### src/rtl/id_ex_stage.sv
// ID/EX pipeline register with late-result hazard detection, bubble insertion,
// branch-flush handling, EX operand forwarding selects and a saturating stall counter.
module id_ex_stage #(
  parameter int XLEN  = 32,
  parameter int CNT_W = 32
) (
  input  logic              clk,
  input  logic              rst,
  input  logic              flush,
  input  logic              id_valid,
  input  logic [XLEN-1:0]   id_pc,
  input  logic [XLEN-1:0]   id_rdata1,
  input  logic [XLEN-1:0]   id_rdata2,
  input  logic [XLEN-1:0]   id_imm,
  input  logic [4:0]        id_rs1,
  input  logic [4:0]        id_rs2,
  input  logic [4:0]        id_rd,
  input  logic              id_uses_rs1,
  input  logic              id_uses_rs2,
  input  logic              id_asel,
  input  logic              id_bsel,
  input  logic [3:0]        id_alu_op,
  input  logic [1:0]        id_wbsel,
  input  logic              id_regwen,
  input  logic              id_memread,
  input  logic              id_memwrite,
  input  logic              mem_valid,
  input  logic              mem_regwen,
  input  logic [4:0]        mem_rd,
  input  logic              wb_valid,
  input  logic              wb_regwen,
  input  logic [4:0]        wb_rd,
  output logic              stall_id,
  output logic              ex_valid,
  output logic              ex_asel,
  output logic              ex_bsel,
  output logic              ex_regwen,
  output logic              ex_memread,
  output logic              ex_memwrite,
  output logic [XLEN-1:0]   ex_pc,
  output logic [XLEN-1:0]   ex_rdata1,
  output logic [XLEN-1:0]   ex_rdata2,
  output logic [XLEN-1:0]   ex_imm,
  output logic [4:0]        ex_rs1,
  output logic [4:0]        ex_rs2,
  output logic [4:0]        ex_rd,
  output logic [3:0]        ex_alu_op,
  output logic [1:0]        ex_wbsel,
  output logic [1:0]        forward_a,
  output logic [1:0]        forward_b,
  output logic [CNT_W-1:0]  stall_count
);

  localparam logic [1:0] WB_ALU  = 2'b01;
  localparam logic [1:0] FWD_NONE = 2'b00;
  localparam logic [1:0] FWD_WB   = 2'b01;
  localparam logic [1:0] FWD_MEM  = 2'b10;

  logic ex_late;
  logic rs1_hit;
  logic rs2_hit;
  logic haz;
  logic bubble;
  logic mem_wr_ok;
  logic wb_wr_ok;

  // Result of the EX instruction is not available from the ALU (load or link).
  assign ex_late  = ex_valid & ex_regwen & (ex_wbsel != WB_ALU) & (ex_rd != 5'd0);
  assign rs1_hit  = id_uses_rs1 & (id_rs1 == ex_rd);
  assign rs2_hit  = id_uses_rs2 & (id_rs2 == ex_rd);
  assign haz      = ex_late & id_valid & (rs1_hit | rs2_hit);
  assign stall_id = haz & ~flush;
  assign bubble   = flush | haz;

  assign mem_wr_ok = mem_valid & mem_regwen & (mem_rd != 5'd0);
  assign wb_wr_ok  = wb_valid & wb_regwen & (wb_rd != 5'd0);

  always_comb begin
    forward_a = FWD_NONE;
    if (!ex_asel) begin
      if (mem_wr_ok && (mem_rd == ex_rs1))
        forward_a = FWD_MEM;
      else if (wb_wr_ok && (wb_rd == ex_rs1))
        forward_a = FWD_WB;
    end
  end

  always_comb begin
    forward_b = FWD_NONE;
    if (!ex_bsel) begin
      if (mem_wr_ok && (mem_rd == ex_rs2))
        forward_b = FWD_MEM;
      else if (wb_wr_ok && (wb_rd == ex_rs2))
        forward_b = FWD_WB;
    end
  end

  // Control fields: a bubble only kills the side-effecting bits.
  always_ff @(posedge clk or posedge rst) begin
    if (rst) begin
      ex_valid    <= 1'b0;
      ex_regwen   <= 1'b0;
      ex_memread  <= 1'b0;
      ex_memwrite <= 1'b0;
    end else if (bubble) begin
      ex_valid    <= 1'b0;
      ex_regwen   <= 1'b0;
      ex_memread  <= 1'b0;
      ex_memwrite <= 1'b0;
    end else begin
      ex_valid    <= id_valid;
      ex_regwen   <= id_valid & id_regwen;
      ex_memread  <= id_valid & id_memread;
      ex_memwrite <= id_valid & id_memwrite;
    end
  end

  // Operand and select fields are held across a bubble.
  always_ff @(posedge clk or posedge rst) begin
    if (rst) begin
      ex_asel   <= 1'b0;
      ex_bsel   <= 1'b0;
      ex_pc     <= '0;
      ex_rdata1 <= '0;
      ex_rdata2 <= '0;
      ex_imm    <= '0;
      ex_rs1    <= 5'd0;
      ex_rs2    <= 5'd0;
      ex_rd     <= 5'd0;
      ex_alu_op <= 4'd0;
      ex_wbsel  <= WB_ALU;
    end else if (!bubble) begin
      ex_asel   <= id_asel;
      ex_bsel   <= id_bsel;
      ex_pc     <= id_pc;
      ex_rdata1 <= id_rdata1;
      ex_rdata2 <= id_rdata2;
      ex_imm    <= id_imm;
      ex_rs1    <= id_rs1;
      ex_rs2    <= id_rs2;
      ex_rd     <= id_rd;
      ex_alu_op <= id_alu_op;
      ex_wbsel  <= id_wbsel;
    end
  end

  always_ff @(posedge clk or posedge rst) begin
    if (rst)
      stall_count <= '0;
    else if (stall_id && (stall_count != {CNT_W{1'b1}}))
      stall_count <= stall_count + 1'b1;
  end

endmodule

### config.mk
export PLATFORM = sky130hd
export DESIGN_NAME = id_ex_stage
export DESIGN_NICKNAME = d
export VERILOG_FILES = /design/src/rtl/id_ex_stage.sv
export SDC_FILE = /design/constraint.sdc
export NUM_CORES = 1
export LEC_CHECK = 0
export BUFFER_PORTS_ARGS = -buffer_cell sky130_fd_sc_hd__buf_2
export CORE_AREA = 3 3 142 144
export CTS_CLUSTER_DIAMETER = 100
export CTS_CLUSTER_SIZE = 12
export DETAILED_ROUTE_END_ITERATION = 16
export DIE_AREA = 0 0 145 147
export PLACE_DENSITY = 0.72
export SLEW_MARGIN = 0
export SYNTH_ARGS = -nofsm -noshare
export SYNTH_HDL_FRONTEND = slang
export SYNTH_SLANG_ARGS = --single-unit
### constraint.sdc
create_clock -name clk -period 14.8 [get_ports clk]
set_clock_uncertainty 0.15 [all_clocks]
set_input_delay 2.96 -clock clk [delete_from_list [all_inputs] [get_ports clk]]
set_output_delay 2.96 -clock clk [all_outputs]
set_load 0.005 [all_outputs]
==> reports/metrics.yaml, run 1 <==
clock_latency_ns: 0.43
cts-root-buf: "clkbuf_16"
numCtsBuffers: 17
post-route-period-util_pct: 53.6
grt_pass1_wl_um: 33000
avgSynthCellArea_sq_um: 14.6
p_per_area_nw_per_um2: 113
overflow: 0
synth_top_cell_area_share_pct: 60.3
grt_max_degree: 113
crit_path_start_kind: "input pin"
synthTopCellsByArea: "dfrtp_1, mux2_2, xnor2_1"
nFillCells: 1618
status: "completed"
synthArstFlopShare_pct: 100
post-place-ws_ns: 6.78
period_needed_ns: 7.94
power.leakage_nw: 5.07
ant_nets: 0
synth-seq-area-share_pct: 60.6
holdPathStages: 1
start_util_pct: 41.0
antenna_found_initial: 4
drive_gt1_share_pct: 60.5
synth-warning-count: 0
core-area_sq_um: 18800
syn_nets: 702
wl_met1_um: 8210
grt_pass1_vias: 6059
gp_congestion: 0.814
wire_per_inst_um: 18.0
drtIter0Drc: 262
clk_pin_slew_ns: 0.07
netlist_area_sq_um: 7720
finish.net_count: 1071
crit_type: "input pin to output port"
drcViolationCount: 0
die_x_um: 145
multi_input_area_sq_um: 2900
maxCapViolations: 0
cp.required_ns: 11.69
ys.flop_type: "dfrtp_1"
setup_ws_ns: 6.86
cp-startpoint: "id_rs2[4]"
wl_um: 21100
cp.arrival_ns: 4.83
dieArea_sq_um: 21300
report.final.slew_viol_count: 0
crit_end: "stall_id"
met2WireLength_um: 11000
finalSetupTns_ns: 0
area_growth_syn_to_layout_pct: 34.0
syn_inst: 527
via_per_inst: 4.84
dpl.cell_count: 1137
place_hpwl_um: 16300
rr_endpoint: "ex_rdata1[5]$_DFFE_PP0N_"
postCtsHoldBufs: 0
placement.io_buffers: 365
synth_commonest_cells: "dfrtp_1, mux2_2, xnor2_1"
regToRegSetupSlack_ns: 10.49
finalHoldViolCount: 0
yosys.cell_count.top_type: "dfrtp_1"
clock_sinks: 187
slew-limit-headroom_pct: 35.4
io_pins: 366
via_count: 5674
worstMarginPinSlew_ns: 0.968
synth_edf_count: 0
cts_tree: "done"
grt_usage_pct: 19.5
htreeDepth: 4
synth_largest_area_cell: "dfrtp_1"
endpoint_kind: "output port"
top_layer_used: "met5"
seq_area_sq_um: 4680
synth_cell_types: 35
firstDrtPassIters: 4
num_rows: 50
rsz0062_at_grt: "no"
reg2regPathDepth: 7
fin_hold_ws_ns: 0.328
cts_resized: 0
vdd_ir_drop_max_uv: 90.4
ys_ff_latch: 187
hold_class: "register to register"
max_freq_ghz: 0.126
postCtsSetupRepairBufs: 0
clockBufferDepth: 2
routed-wl-met3_um: 1410
crit-reg2reg-launch: "ex_rd[1]$_DFFE_PP0N_"
instances_no_fill: 1172
die_h_um: 147
cp_max_fo: 10
setup_viol: 0
metrics by stage:
stage                     power [mW]  area (sq um)  utilization, %
after detailed placement       0.747          9770            51.9
final                           1.17         10300            54.9
after floorplan                0.659          7720               -
after CTS                       1.18         10300            54.9
after global routing            1.22         10300            54.9
after global placement         0.742          9770            51.9
per-layer routing:
layer,GRT usage (%),vias up
li1,-,2629
met1,22.9,2759
met2,34.2,244
met3,5.74,38
met4,7.17,4
met5,0,-
registers in the layout (all words and copies together), names as in the netlist:
name / count
ex_alu_op: 4
ex_asel: 1
ex_bsel: 1
ex_imm: 32
ex_memread: 1
ex_memwrite: 1
ex_pc: 32
ex_rd: 5
ex_rdata1: 32
ex_rdata2: 32
ex_regwen: 1
ex_rs1: 5
ex_rs2: 5
ex_valid: 1
ex_wbsel: 2
stall_count: 32
how the worst min path moves through the flow:
| stage | startpoint | end | slack [ns] |
|---|---|---|---|
| 2_1_floorplan | stall_count[4]$_DFFE_PP0P_ | stall_count[4]$_DFFE_PP0P_ | 0.33 |
| 3_3_place_gp | ex_pc[16]$_DFFE_PP0N_ | ex_pc[16]$_DFFE_PP0N_ | 0.31 |
| 3_5_place_dp | ex_pc[19]$_DFFE_PP0N_ | ex_pc[19]$_DFFE_PP0N_ | 0.32 |
| 4_1_cts | ex_pc[19]$_DFFE_PP0N_ | ex_pc[19]$_DFFE_PP0N_ | 0.34 |
| 5_1_grt | ex_pc[18]$_DFFE_PP0N_ | ex_pc[18]$_DFFE_PP0N_ | 0.36 |
| 6_report | ex_pc[19]$_DFFE_PP0N_ | ex_pc[19]$_DFFE_PP0N_ | 0.33 |
kinds of logic after synthesis:
kind of cell | share of synthesized area (%)
AOI/OAI and AO/OA | 0.648
adders and majority gates | 0.162
DFF | 60.6
xor gates and xnor gates | 6.92
buffers and inverters | 1.90
muxes | 22.2
and+or+nand+nor | 7.52
worst max-delay path: stages:
cell     delay [ns]
buf_2          0.13
xor2_1         0.14
nor4_1         0.40
a32oi_1        0.28
or3_1          0.61
inv_2          0.16
buf_2          0.13
layout by cell type (no fill, tap or decap), drive strengths merged:
cell / count
a311oi: 1
a32oi: 1
and2: 4
and3: 12
and4: 2
buf: 368
clkbuf: 18
clkinv: 4
clkinvlp: 4
dfrtp: 186
dfstp: 1
diode: 3
ha: 1
inv: 9
mux2: 152
nand2: 8
nand2b: 1
nand3: 19
nand4: 14
nor2: 9
nor2b: 2
nor3: 12
nor3b: 1
nor4: 8
o2111ai: 2
o211ai: 2
or3: 3
or4: 3
or4b: 1
xnor2: 32
xor2: 29
power by group:
part	internal (mW)	switching, mW
clock network	0.222	0.209
registers	0.553	0.0274
logic	0.0866	0.0667
total	0.862	0.304
cell type report:
cell class                 instances  area share, %
sequential                       187           45.3
tap                              260           3.15
antenna                            3         0.0726
clock buffer                      18           4.15
clock inverter                    14           1.27
multi-input combinational        319           28.0
timing repair buffer             368           17.9
inverter                           3          0.181
Power figures use the tool's default switching activity.
==> run 2: changes to the inputs <==
- ABC_AREA: unset -> 1
- CORE_AREA: 3 3 142 144 -> 3 3 143 145
- DIE_AREA: 0 0 145 147 -> 0 0 146 148
- PLACE_DENSITY: 0.72 -> 0.76
- clock period: 14.8 -> 7.9 ns (I/O delays scaled with it)
==> reports/metrics.yaml, run 2 <==
synthArstFlopShare_pct: 100  # unchanged
endpoint_kind: "output port"  # unchanged
numCtsBuffers: 17  # unchanged
syn_nets: 1255  # was 702
crit_path_start_kind: "input pin"  # unchanged
via_count: 8381  # was 5674
internal-power_mw: 1.60  # was 0.862 mW
syn_inst: 1080  # was 527
seq_power_share_pct: 48.7  # was 49.8%
finalHoldViolCount: 0  # unchanged
firstDrtPassIters: 5  # was 4
gr-usage-met2_pct: 39.9  # was 34.2%
p_per_area_nw_per_um2: 198  # was 113 nW/um^2
reg2regPathDepth: 10  # was 7
period_needed_ns: 4.50
synth-warning-count: 0  # unchanged
final_cell_mix: "nand2_1, buf_2, dfrtp_1, nand3_1, nor2_1"  # was buf_2, dfrtp_1, mux2_2, xnor2_1, xor2_1
wire_per_inst_um: 15.7  # was 18.0 um
cts-root-buf: "clkbuf_16"  # unchanged
synth_top_cell_area_share_pct: 53.6  # was 60.3%
max_stage_delay_ns: 0.56  # was 0.61 ns
vdd_ir_drop_max_uv: 139  # was 90.4 uV
crit_cells: 5  # was 7
yosys.cell_count.top_type: "nand2_1"  # was dfrtp_1
synthTopCellsByArea: "dfrtp_1, nand2_1, nand3_1"  # was dfrtp_1, mux2_2, xnor2_1
drive_gt1_share_pct: 29.0  # was 60.5%
critical_path.most_common_cell: "buf_2"  # unchanged
regToRegSetupSlack_ns: 4.51  # was 10.49 ns
post-place-ws_ns: 3.15  # was 6.78 ns
setup_ws_ns: 3.40  # was 6.86 ns
overflow: 0  # unchanged
use_met3_pct: 5.24  # was 5.74%
combPwrFrac_pct: 12.7  # was 13.2%
finalInstanceArea_sq_um: 11100  # was 10300 sq um
met1_usage_pct: 31.9  # was 22.9%
dieArea_sq_um: 21600  # was 21300 sq um
rsz0062_at_grt: "no"  # unchanged
cp.required_ns: 6.17  # was 11.69 ns
grt_max_degree: 117  # was 113
drtIter0Drc: 603  # was 262
swShare_pct: 27.5  # was 26.1%
wl_um: 26600  # was 21100 um
synth_edf_count: 0  # unchanged
fin_hold_ws_ns: 0.317  # was 0.328 ns
slew-limit-headroom_pct: 17.5  # was 35.4%
cp.arrival_ns: 2.77  # was 4.83 ns
report.final.slew_viol_count: 0  # unchanged
ant_nets: 0  # unchanged
cp_max_fo: 78  # was 10
num_rows: 51  # was 50
postCtsSetupRepairBufs: 0  # unchanged
ys_ff_latch: 187  # unchanged
io_pins: 366  # unchanged
finalSetupTns_ns: 0  # unchanged
ys.flop_type: "dfrtp_1"  # unchanged
gp_congestion: 0.950  # was 0.814
htreeDepth: 4  # unchanged
mostFrequentLayoutCell: "nand2_1"  # was buf_2
crit_chain: "buf_2 -> inv_4 -> nand3_1 -> inv_1 -> buf_2"  # was buf_2 -> xor2_1 -> nor4_1 -> a32oi_1 -> or3_1 -> inv_2 -> buf_2
cpMaxStageDelayCell: "inv_4"  # was or3_1
avgSynthCellArea_sq_um: 8.05  # was 14.6 sq um
grt-busiest-layer: "met2"  # unchanged
via_per_inst: 4.94  # was 4.84
setup_viol: 0  # unchanged
drcViolationCount: 0  # unchanged
postCtsHoldBufs: 0  # unchanged
clock_sinks: 187  # unchanged
die_h_um: 148  # was 147 um
grt_pass1_vias: 7936  # was 6059
finish.net_count: 1589  # was 1071
crit_type: "input pin to output port"  # unchanged
pwr-share-clk_pct: 38.6  # was 37.1%
holdPathStages: 2  # was 1
core-area_sq_um: 19300  # was 18800 sq um
grt_pass1_wl_um: 42400  # was 33000 um
cts_tree: "done"  # unchanged
worstMarginPinSlew_ns: 1.24  # was 0.968 ns
switchingPower_mw: 0.607  # was 0.304 mW
crit_family: "buffers and inverters"  # was simple AND/OR/NAND/NOR gates
maxCapViolations: 0  # unchanged
placement.io_buffers: 365  # unchanged
antenna_found_initial: 6  # was 4
die_x_um: 146  # was 145 um
status: "completed"  # unchanged
cp.buffers_inverters: 4  # was 3
place_hpwl_um: 19100  # was 16300 um
grt_usage_pct: 24.3  # was 19.5%
placed_area_sq_um: 10600  # was 9770 sq um
synth_largest_area_cell: "dfrtp_1"  # unchanged
clock_latency_ns: 0.43  # about the same
synth_commonest_cells: "nand2_1, dfrtp_1, nand3_1"  # was dfrtp_1, mux2_2, xnor2_1
clockBufferDepth: 2  # unchanged
clk_pin_slew_ns: 0.07  # about the same
netlist_area_sq_um: 8690  # was 7720 sq um
power.leakage_nw: 6.35  # was 5.07 nW
hold_class: "register to register"  # unchanged
synth-seq-area-share_pct: 53.9  # was 60.6%
synth_cell_types: 27  # was 35
area_growth_syn_to_layout_pct: 28.2  # was 34.0%
cts_resized: 0  # unchanged
post-route-period-util_pct: 57.0
max_freq_ghz: 0.222
start_util_pct: 44.9  # was 41.0%
[run 2: power groups by stage]
stage / Clock, mW / Combinational (mW) / Sequential, mW
after floorplan: 0 / 0.129 / 1.09
after global placement: 0 / 0.280 / 1.09
after detailed placement: 0 / 0.286 / 1.09
after CTS: 0.868 / 0.286 / 1.07
after global routing: 0.906 / 0.317 / 1.08
final: 0.853 / 0.281 / 1.07
[run 2: path summary, 6_finish.rpt]
path / from / end
min: ex_rdata2[28]$_DFFE_PP0N_ / ex_rdata2[28]$_DFFE_PP0N_
min in group asynchronous: rst / stall_count[3]$_DFFE_PP0P_
max in group asynchronous: rst / ex_rdata2[1]$_DFFE_PP0N_
max: flush / stall_id
min reg2reg: ex_rdata2[28]$_DFFE_PP0N_ / ex_rdata2[28]$_DFFE_PP0N_
max reg2reg: ex_rd[3]$_DFFE_PP0N_ / ex_rs1[3]$_DFFE_PP0N_
[run 2: worst min-delay path: stages (launching register included)]
cell and delay, ns:
dfrtp_1 0.34, nand2_1 0.05, nand2_1 0.04
[run 2: logic make-up after synthesis]
family | synth area share [%]
compound gates | 0.893
buf+inv | 5.57
fa+ha+maj | 0.144
simple gates | 35.3
flops | 53.9
xor+xnor | 4.23
[run 2: through the flow]
stage	power [mW]	std cells	util (%)
after CTS	2.23	1691	57.6
after global placement	1.37	1660	54.6
after global routing	2.31	1695	57.6
final	2.21	1695	57.6
after floorplan	1.22	1080	-
after detailed placement	1.38	1660	54.6
[run 2: area by class of cell]
| class | instances | area, sq um |
|---|---|---|
| Tap cell | 265 | 332 |
| Clock buffer | 17 | 425 |
| Antenna cell | 4 | 10.0 |
| Multi-Input combinational cell | 803 | 3540 |
| Inverter | 36 | 145 |
| Timing Repair Buffer | 369 | 1860 |
| Clock inverter | 14 | 158 |
| Fill cell | 1816 | 8190 |
| Sequential cell | 187 | 4680 |
[run 2: layer usage]
metal	up-vias	wire length [um]
met5	-	21
met4	4	653
met3	46	1760
met2	311	12900
met1	3937	11300
li1	4083	-
